==> config.mk <==
export PLATFORM = sky130hd
export DESIGN_NAME = time_keeper
export DESIGN_NICKNAME = d
export VERILOG_FILES = /design/src/rtl/time_keeper.sv
export SDC_FILE = /design/constraint.sdc
export NUM_CORES = 1
export LEC_CHECK = 0
export ABC_AREA = 0
export CAP_MARGIN = 0
export CORE_UTILIZATION = 30
export CTS_BUF_LIST = sky130_fd_sc_hd__clkbuf_8
export DETAILED_ROUTE_END_ITERATION = 7
export PLACE_DENSITY_LB_ADDON = 0.08
export RECOVER_POWER = 100
export SKIP_LAST_GASP = 1
export SLEW_MARGIN = 20
export SYNTH_ARGS = -nofsm -noshare
export SYNTH_HDL_FRONTEND = slang
export SYNTH_SLANG_ARGS = --single-unit
==> constraint.sdc <==
create_clock -name clk_50m -period 2.1 [get_ports clk_50m]
set_input_delay 0.315 -clock clk_50m [delete_from_list [all_inputs] [get_ports clk_50m]]
set_output_delay 0.315 -clock clk_50m [all_outputs]
set_load 0.02 [all_outputs]
==> src/rtl/time_keeper.sv <==
// time_keeper: 24-hour BCD time-of-day core with adjust, chime and day carry.
// Divider square waves are treated as data, synchronised and edge-detected.
module time_keeper #(
    parameter int CHIME_EN    = 1,
    parameter int SYNC_STAGES = 2
) (
    input  logic       clk_50m,
    input  logic       cr,
    input  logic       clk_1hz,
    input  logic       clk_2hz,
    input  logic       en,
    input  logic       adj_hour,
    input  logic       adj_min,
    output logic [3:0] hour_h,
    output logic [3:0] hour_l,
    output logic [3:0] min_h,
    output logic [3:0] min_l,
    output logic [3:0] sec_h,
    output logic [3:0] sec_l,
    output logic       chime_lo,
    output logic       chime_hi,
    output logic       carry_day
);

    localparam int S = SYNC_STAGES;

    logic [S-1:0] s1hz_q, s1hz_d;
    logic [S-1:0] s2hz_q, s2hz_d;
    logic [S-1:0] shr_q, shr_d;
    logic [S-1:0] smin_q, smin_d;
    logic [S:0]   fill_q, fill_d;
    logic         e1hz_q, e1hz_d;
    logic         e2hz_q, e2hz_d;

    logic [3:0] hour_h_q, hour_h_d;
    logic [3:0] hour_l_q, hour_l_d;
    logic [3:0] min_h_q, min_h_d;
    logic [3:0] min_l_q, min_l_d;
    logic [3:0] sec_h_q, sec_h_d;
    logic [3:0] sec_l_q, sec_l_d;
    logic       chime_lo_q, chime_lo_d;
    logic       chime_hi_q, chime_hi_d;
    logic       carry_q, carry_d;

    logic tick_1s, tick_h;
    logic adj_h, adj_m, adjust;
    logic run_tick, adj_tick;
    logic sec_wrap, min_wrap, hour_wrap;
    logic inc_sec, inc_min, inc_hour;

    // Synchroniser shift, edge history, and a settle mask that blocks
    // ticks until the chains and edge flops hold real post-reset input
    always_comb begin
        s1hz_d = {s1hz_q[S-2:0], clk_1hz};
        s2hz_d = {s2hz_q[S-2:0], clk_2hz};
        shr_d  = {shr_q[S-2:0], adj_hour};
        smin_d = {smin_q[S-2:0], adj_min};
        fill_d = {fill_q[S-1:0], 1'b1};
        e1hz_d = s1hz_q[S-1];
        e2hz_d = s2hz_q[S-1];
    end

    assign tick_1s = s1hz_q[S-1] & ~e1hz_q & fill_q[S];
    assign tick_h  = s2hz_q[S-1] & ~e2hz_q & fill_q[S];
    assign adj_h   = shr_q[S-1];
    assign adj_m   = smin_q[S-1];
    assign adjust  = adj_h | adj_m;

    assign run_tick  = tick_1s & ~adjust & en;
    assign adj_tick  = tick_h & adjust;
    assign sec_wrap  = (sec_h_q == 4'd5) && (sec_l_q == 4'd9);
    assign min_wrap  = (min_h_q == 4'd5) && (min_l_q == 4'd9);
    assign hour_wrap = (hour_h_q == 4'd2) && (hour_l_q == 4'd3);

    assign inc_sec  = run_tick;
    assign inc_min  = (run_tick & sec_wrap) | (adj_tick & adj_m);
    assign inc_hour = (run_tick & sec_wrap & min_wrap) | (adj_tick & adj_h);

    // BCD field increments; adjust paths never feed the carry chain
    always_comb begin
        sec_h_d  = sec_h_q;
        sec_l_d  = sec_l_q;
        min_h_d  = min_h_q;
        min_l_d  = min_l_q;
        hour_h_d = hour_h_q;
        hour_l_d = hour_l_q;
        if (inc_sec) begin
            if (sec_l_q == 4'd9) begin
                sec_l_d = 4'd0;
                sec_h_d = sec_wrap ? 4'd0 : sec_h_q + 4'd1;
            end else begin
                sec_l_d = sec_l_q + 4'd1;
            end
        end
        if (inc_min) begin
            if (min_l_q == 4'd9) begin
                min_l_d = 4'd0;
                min_h_d = min_wrap ? 4'd0 : min_h_q + 4'd1;
            end else begin
                min_l_d = min_l_q + 4'd1;
            end
        end
        if (inc_hour) begin
            if (hour_wrap) begin
                hour_h_d = 4'd0;
                hour_l_d = 4'd0;
            end else if (hour_l_q == 4'd9) begin
                hour_h_d = hour_h_q + 4'd1;
                hour_l_d = 4'd0;
            end else begin
                hour_l_d = hour_l_q + 4'd1;
            end
        end
    end

    // Day carry and chime flags decoded from the current registered time
    always_comb begin
        carry_d    = run_tick & sec_wrap & min_wrap & hour_wrap;
        chime_lo_d = (CHIME_EN != 0) && min_wrap && (sec_h_q == 4'd5) &&
                     ((sec_l_q == 4'd1) || (sec_l_q == 4'd3) ||
                      (sec_l_q == 4'd5) || (sec_l_q == 4'd7));
        chime_hi_d = (CHIME_EN != 0) && min_wrap && sec_wrap;
    end

    // State registers, all cleared by the asynchronous reset
    always_ff @(posedge clk_50m or negedge cr) begin
        if (!cr) begin
            s1hz_q     <= '0;
            s2hz_q     <= '0;
            shr_q      <= '0;
            smin_q     <= '0;
            fill_q     <= '0;
            e1hz_q     <= 1'b0;
            e2hz_q     <= 1'b0;
            hour_h_q   <= 4'd0;
            hour_l_q   <= 4'd0;
            min_h_q    <= 4'd0;
            min_l_q    <= 4'd0;
            sec_h_q    <= 4'd0;
            sec_l_q    <= 4'd0;
            chime_lo_q <= 1'b0;
            chime_hi_q <= 1'b0;
            carry_q    <= 1'b0;
        end else begin
            s1hz_q     <= s1hz_d;
            s2hz_q     <= s2hz_d;
            shr_q      <= shr_d;
            smin_q     <= smin_d;
            fill_q     <= fill_d;
            e1hz_q     <= e1hz_d;
            e2hz_q     <= e2hz_d;
            hour_h_q   <= hour_h_d;
            hour_l_q   <= hour_l_d;
            min_h_q    <= min_h_d;
            min_l_q    <= min_l_d;
            sec_h_q    <= sec_h_d;
            sec_l_q    <= sec_l_d;
            chime_lo_q <= chime_lo_d;
            chime_hi_q <= chime_hi_d;
            carry_q    <= carry_d;
        end
    end

    assign hour_h    = hour_h_q;
    assign hour_l    = hour_l_q;
    assign min_h     = min_h_q;
    assign min_l     = min_l_q;
    assign sec_h     = sec_h_q;
    assign sec_l     = sec_l_q;
    assign chime_lo  = chime_lo_q;
    assign chime_hi  = chime_hi_q;
    assign carry_day = carry_q;

endmodule

== Word level (Yosys, flattened, before mapping) ==
Cells that the tools add are included.

* Register bits after elaboration: 40
* Output and inout port bits: 27
* Bits of input ports: 7
* Logic and storage cells: 72

* Reductions and logical operators: 13
* Mux-type cells: 8
* Add/sub/neg operators: 6
* Bitwise operators: 18
* Equal/unequal tests: 11

{| class="wikitable"
|+ Operators with widths
! cell !! count
|-
| $mux 4 || 8
|-
| $add 4x1->4 const B || 6
|-
| $eq 4x3->1 const B || 4
|-
| $and 1x1->1 || 12
|-
| $eq 4x2->1 const B || 3
|-
| $eq 4x4->1 const B || 3
|-
| $logic_and 1x1->1 || 6
|-
| $reduce_and 2->1 || 3
|-
| $eq 4x1->1 const B || 1
|-
| $logic_or 1x1->1 || 3
|-
| $not 1->1 || 3
|-
| $or 1x1->1 || 3
|-
| $reduce_bool 2->1 || 1
|}

== Longest topological paths before layout ==
* Depth in word-level cells: 9
* Gate-level depth with buffers: 9
* Depth with buffers taken out: 7

== Worst setup path after synthesis ==
Ideal clock, no wire load.

* Path kind: register to register
* From: reg sec_l_q[2], in the netlist sec_l[2]
* To: reg min_h_q[3], in the netlist min_h[3]
* Data required time: 1975 ps
* Cell stages (with the launch flop): 6
* Setup time: 125 ps
* Path slack: 172 ps
* Path buffers: 0
* Data arrival time: 1803 ps
* Cell sequence: dfrtp_1 -> nand4bb_1 -> nor3_1 -> a21oi_1 -> nor3_1 -> mux2_2

* Longest elaborated chain between the ends: 5

{| class="wikitable"
|+ Ends and longest elaborated chain
! element !! line !! RTL
|-
| start: declaration || 40 || <nowiki>logic [3:0] sec_l_q, sec_l_d;</nowiki>
|-
| start signal: assignment || 157 || <nowiki>sec_l_q <= sec_l_d;</nowiki>
|-
| $eq 4x4->1 || 71 || <nowiki>assign sec_wrap = (sec_h_q == 4'd5) && (sec_l_q == 4'd9);</nowiki>
|-
| $logic_and 1x1->1 || 71 ||
|-
| $and 1x1->1 || 76 || <nowiki>assign inc_min = (run_tick & sec_wrap) | (adj_tick & adj_m);</nowiki>
|-
| $or 1x1->1 || 76 ||
|-
| $reduce_and 2->1 (no source line) || -- ||
|-
| end signal: assignment || 154 || <nowiki>min_h_q <= min_h_d;</nowiki>
|-
| end: declaration || 37 || <nowiki>logic [3:0] min_h_q, min_h_d;</nowiki>
|}

No other way between the ends.
A chain may end at the register's enable or synchronous reset.

== Worst setup path after layout ==
* From: reg sec_l_q[2], in the netlist sec_l[2]
* To: reg hour_h_q[3], in the netlist hour_h[3]

* Longest elaborated chain between the ends: 6

{| class="wikitable"
|+ Ends and longest elaborated chain
! element !! line !! RTL
|-
| $eq 4x4->1 || 71 ||
|-
| $logic_and 1x1->1 || 71 ||
|-
| $and 1x1->1 (2 in a row) || 77 || <nowiki>assign inc_hour = (run_tick & sec_wrap & min_wrap) | (adj_tick & adj_h);</nowiki>
|-
| $or 1x1->1 || 77 ||
|-
| $reduce_and 2->1 (no source line) || -- ||
|-
| end signal: assignment || 152 || <nowiki>hour_h_q <= hour_h_d;</nowiki>
|-
| end: declaration || 35 || <nowiki>logic [3:0] hour_h_q, hour_h_d;</nowiki>
|}

No other way between the ends.

==> run_results.csv <==
group,metric,value,unit
logic_synthesis,synth_seq_area_share,0.559,
critical_path,worstPathMaxFanout,15,
clocking,post-cts-setup-buffers,0,
critical_path,worst-r2r-setup-slack,0.24,ns
critical_path,criticalPathCategory,"flop to flop",
placed_design,io_buffer_count,33,
timing,timing_max_transition_violations_final,0,
clocking,clk_pin_slew,0.09,ns
timing,slew_headroom,0.168,
timing,setup_viol,0,
layout,postLayoutCoreUtil,0.415,
clocking,cts.sinks,40,
layout,area_growth,30.7,%
clocking,cts-htree-levels,2,
outcome,run_status,"finished, final reports clean",
power_and_ir_drop,pwr-share-clk,0.263,
power_and_ir_drop,leakagePower,1.01,nW
logic_synthesis,post_synth.cell_area_avg,11.5,sq um
power_and_ir_drop,pwr-share-seq,0.436,
clocking,clk-insertion-delay-late,0.29,ns
clocking,clk_path_buf_depth,2,
critical_path,crit_path_end,"hour_h[3]",
timing,post-route-period-util,0.888,
clocking,cts.repair.resized,0,
power_and_ir_drop,power_switching_share,0.347,
floorplanning,floorplan.rows,27,
power_and_ir_drop,pwr_density_cell,1060,mW/mm^2
critical_path,crit-reg2reg-launch,"sec_l[2]",
drt,drc,0,
clocking,clock_tree.root_cell,"clkbuf_8",
logic_synthesis,ys_types,37,
clocking,cts_tree,"yes",
logic_synthesis,synth.cell_area,0.00179,sq mm
layout,final_layout_size_suffix_gt1_frac,0.0941,
hold_path,hold_class,"primary input to async pin",
drt,drt_first_iter_violations,55,
global_routing,gr-total-overflow,0,
timing,timing.hold.ws,0.257,ns
clocking,cts-buffers-inserted,5,
global_routing,grt_util_all_layers,0.126,
global_routing,antenna_violations_before_repair,0,
floorplanning,dieHeight,79.2,microns
floorplanning,dieArea,0.00628,sq mm
critical_path,timing.critical_path.arrival,2.08,ns
drt,firstDrtPassIters,4,
timing,final_hold_viol_count,0,
critical_path,r2r_cells,5,
logic_synthesis,synthesis.yosys.warnings,0,
timing,clock.fmax,536,MHz
floorplanning,top_level_ports,34,
floorplanning,floorplan.initialDensity,0.317,
drt,ant_nets,0,
logic_synthesis,synthArstFlopShare,1.00,
timing,finalClockSkew,0.00650,ns
critical_path,timing.critical_path.to_type,"flop",
critical_path,launching_element_of_the_worst_setup_path,"sec_l[2]",
placed_design,place.gp.congestion,0.785,
floorplanning,fp.dieW,79.2,microns
timing,fin_tns_setup,0,ns
global_routing,maximum_number_of_pins_on_one_net_before_global_route_repair,24,
floorplanning,area_inside_the_core_boundary,0.00564,sq mm
timing,worst_pin_slew,1.25,ns
critical_path,timing.critical_path.from_type,"flop",
logic_synthesis,synthFlopType,"dfrtp_1",
logic_synthesis,synth-seq-cells,40,
critical_path,required,2.31,ns
drt,wire_per_inst,12.3,microns
logic_synthesis,synth_enable_flop_cells,0,
layout,final_nets,216,
power_and_ir_drop,power.total,0.00249,W
power_and_ir_drop,irDropWorstVdd,0.538,mV
run,drv.max_cap_violation_count,0,
power_and_ir_drop,p_sw,0.000865,W
layout,number_of_diodes,0,
global_routing,grt_pass1_wl,6.07,mm
layout,final_cell_area,0.00234,sq mm
logic_synthesis,synth_cells,156,
drt,finalWirelength,3.38,mm
placed_design,post_dp_cell_area,0.00224,sq mm
timing,period_needed,1.86,ns
power_and_ir_drop,power_frac_comb,0.301,
timing,grt_setup_unrepaired,"false",
critical_path,worst_r2r_endpoint,"hour_h[3]",
global_routing,first_global_vias,1281,
power_and_ir_drop,internal_power,0.00162,W
logic_synthesis,syn_nets,171,
drt,detail_route.vias_per_cell,4.65,
placed_design,hpwl,2.51,mm
drt,vias,1273,
clocking,cts-hold-fix-buffers,0,
[cell usage after synthesis (all sizes together) (2+ instances only)]
cell,instances,area (sq um)
a21o,3,22.5
a21oi,2,10.0
and2,2,12.5
and3b,2,17.5
buf,2,22.5
dfrtp,40,1000
ha,8,100
inv,7,26.3
mux2,3,33.8
nand2,9,33.8
nand2b,4,25.0
nand3,6,30.0
nand3b,3,22.5
nand4bb,2,22.5
nor2,11,41.3
nor2b,3,18.8
nor3,6,35.0
nor3b,2,15.0
o21ai,14,70.1
o31ai,4,30.0
o41ai,4,35.0
or3,2,12.5
xnor2,2,17.5
xor2,3,26.3
[cells by family after synthesis]
logic type	share of synthesized area
fa+ha+maj	0.0559
other cells	0.00210
flops	0.559
mux	0.0189
xor+xnor	0.0245
simple gates	0.187
compound gates	0.122
buf+inv	0.0294
[worst max-delay path, cell delays in order, from the launching register on]
cell	delay (ns)
dfrtp_1	0.43
nand4bb_1	0.27
or3_1	0.48
a2bb2oi_4	0.22
nor3_2	0.21
xor2_1	0.17
[layout make-up]
cell class	count	area, sq um
Multi-Input combinational cell	106	741
Clock inverter	3	46.3
Clock buffer	5	68.8
Inverter	7	26.3
Sequential cell	40	1000
Tap cell	72	90.1
Timing Repair Buffer	41	365
Fill cell	552	3300
[power by group through the flow]
| stage | sequential (W) | combinational [W] | clock (W) |
|---|---|---|---|
| 5_1_grt | 0.00112 | 0.000828 | 0.000704 |
| 3_3_place_gp | 0.00110 | 0.000795 | 0 |
| 4_1_cts | 0.00109 | 0.000811 | 0.000675 |
| 2_1_floorplan | 0.00123 | 0.000301 | 0 |
| 3_5_place_dp | 0.00111 | 0.000806 | 0 |
| 6_report | 0.00109 | 0.000749 | 0.000655 |
[placed cells by master (no fill, tap or decap), types with 2 or more instances in the layout]
| master | synthesis | final |
|---|---|---|
| dfrtp_1 | 40 | 40 |
| nand4bb_1 | 2 | 2 |
| nor3b_1 | 2 | 2 |
| o21ai_0 | 14 | 14 |
| nand3b_1 | 3 | 3 |
| mux2_2 | 3 | 3 |
| clkbuf_8 | 0 | 5 |
| buf_4 | 0 | 3 |
| nand2b_1 | 4 | 4 |
| inv_1 | 7 | 7 |
| or3_1 | 2 | 2 |
| clkbuf_1 | 1 | 6 |
| a21oi_1 | 2 | 2 |
| o31ai_1 | 4 | 4 |
| a21o_1 | 3 | 3 |
| nand3_1 | 6 | 5 |
| nor3_1 | 5 | 5 |
| nor2b_1 | 3 | 3 |
| nand2_1 | 9 | 9 |
| xnor2_1 | 2 | 2 |
| o41ai_1 | 4 | 4 |
| nor2_1 | 11 | 11 |
| dlygate4sd3_1 | 0 | 31 |
| xor2_1 | 3 | 3 |
| and3b_1 | 2 | 2 |
| ha_1 | 8 | 8 |
[how the worst min path moves through the flow]
| stage | from | endpoint | slack [ns] | cells after the start |
|---|---|---|---|---|
| after floorplan | cr | carry_day | 0.02 | 0 |
| after global placement | cr | sec_l[1] | 0.32 | 1 |
| after detailed placement | cr | sec_l[1] | 0.33 | 1 |
| after CTS | cr | sec_l[2] | 0.004 | 1 |
| after global routing | cr | sec_l[1] | 0.38 | 1 |
| final | cr | sec_l[1] | 0.26 | 1 |
[metrics by stage]
stage               std cells  setup WS [ns]
global route              274         0.0262
floorplan                 156          0.172
CTS                       274          0.136
finish                    274          0.235
global placement          266          0.112
detailed placement        266         0.0418
[per-layer routing]
metal,wire length [microns],global-route usage,part of all wire,vias up
met5,0,0,0,-
met4,31,0.0491,0.0092,0
li1,-,-,-,633
met1,1580,0.165,0.47,610
met3,146,0.0356,0.043,2
met2,1630,0.197,0.48,28
[flip-flops by register name, summed over array words and instances (netlist names)]
signal	count
hour_h	4
hour_l	4
min_h	4
min_l	4
sec_h	4
sec_l	4
fill_q	3
s1hz_q	2
s2hz_q	2
shr_q	2
smin_q	2
carry_day	1
chime_hi	1
chime_lo	1
e1hz_q	1
e2hz_q	1
Note: power is estimated with default switching activity, not from simulation.
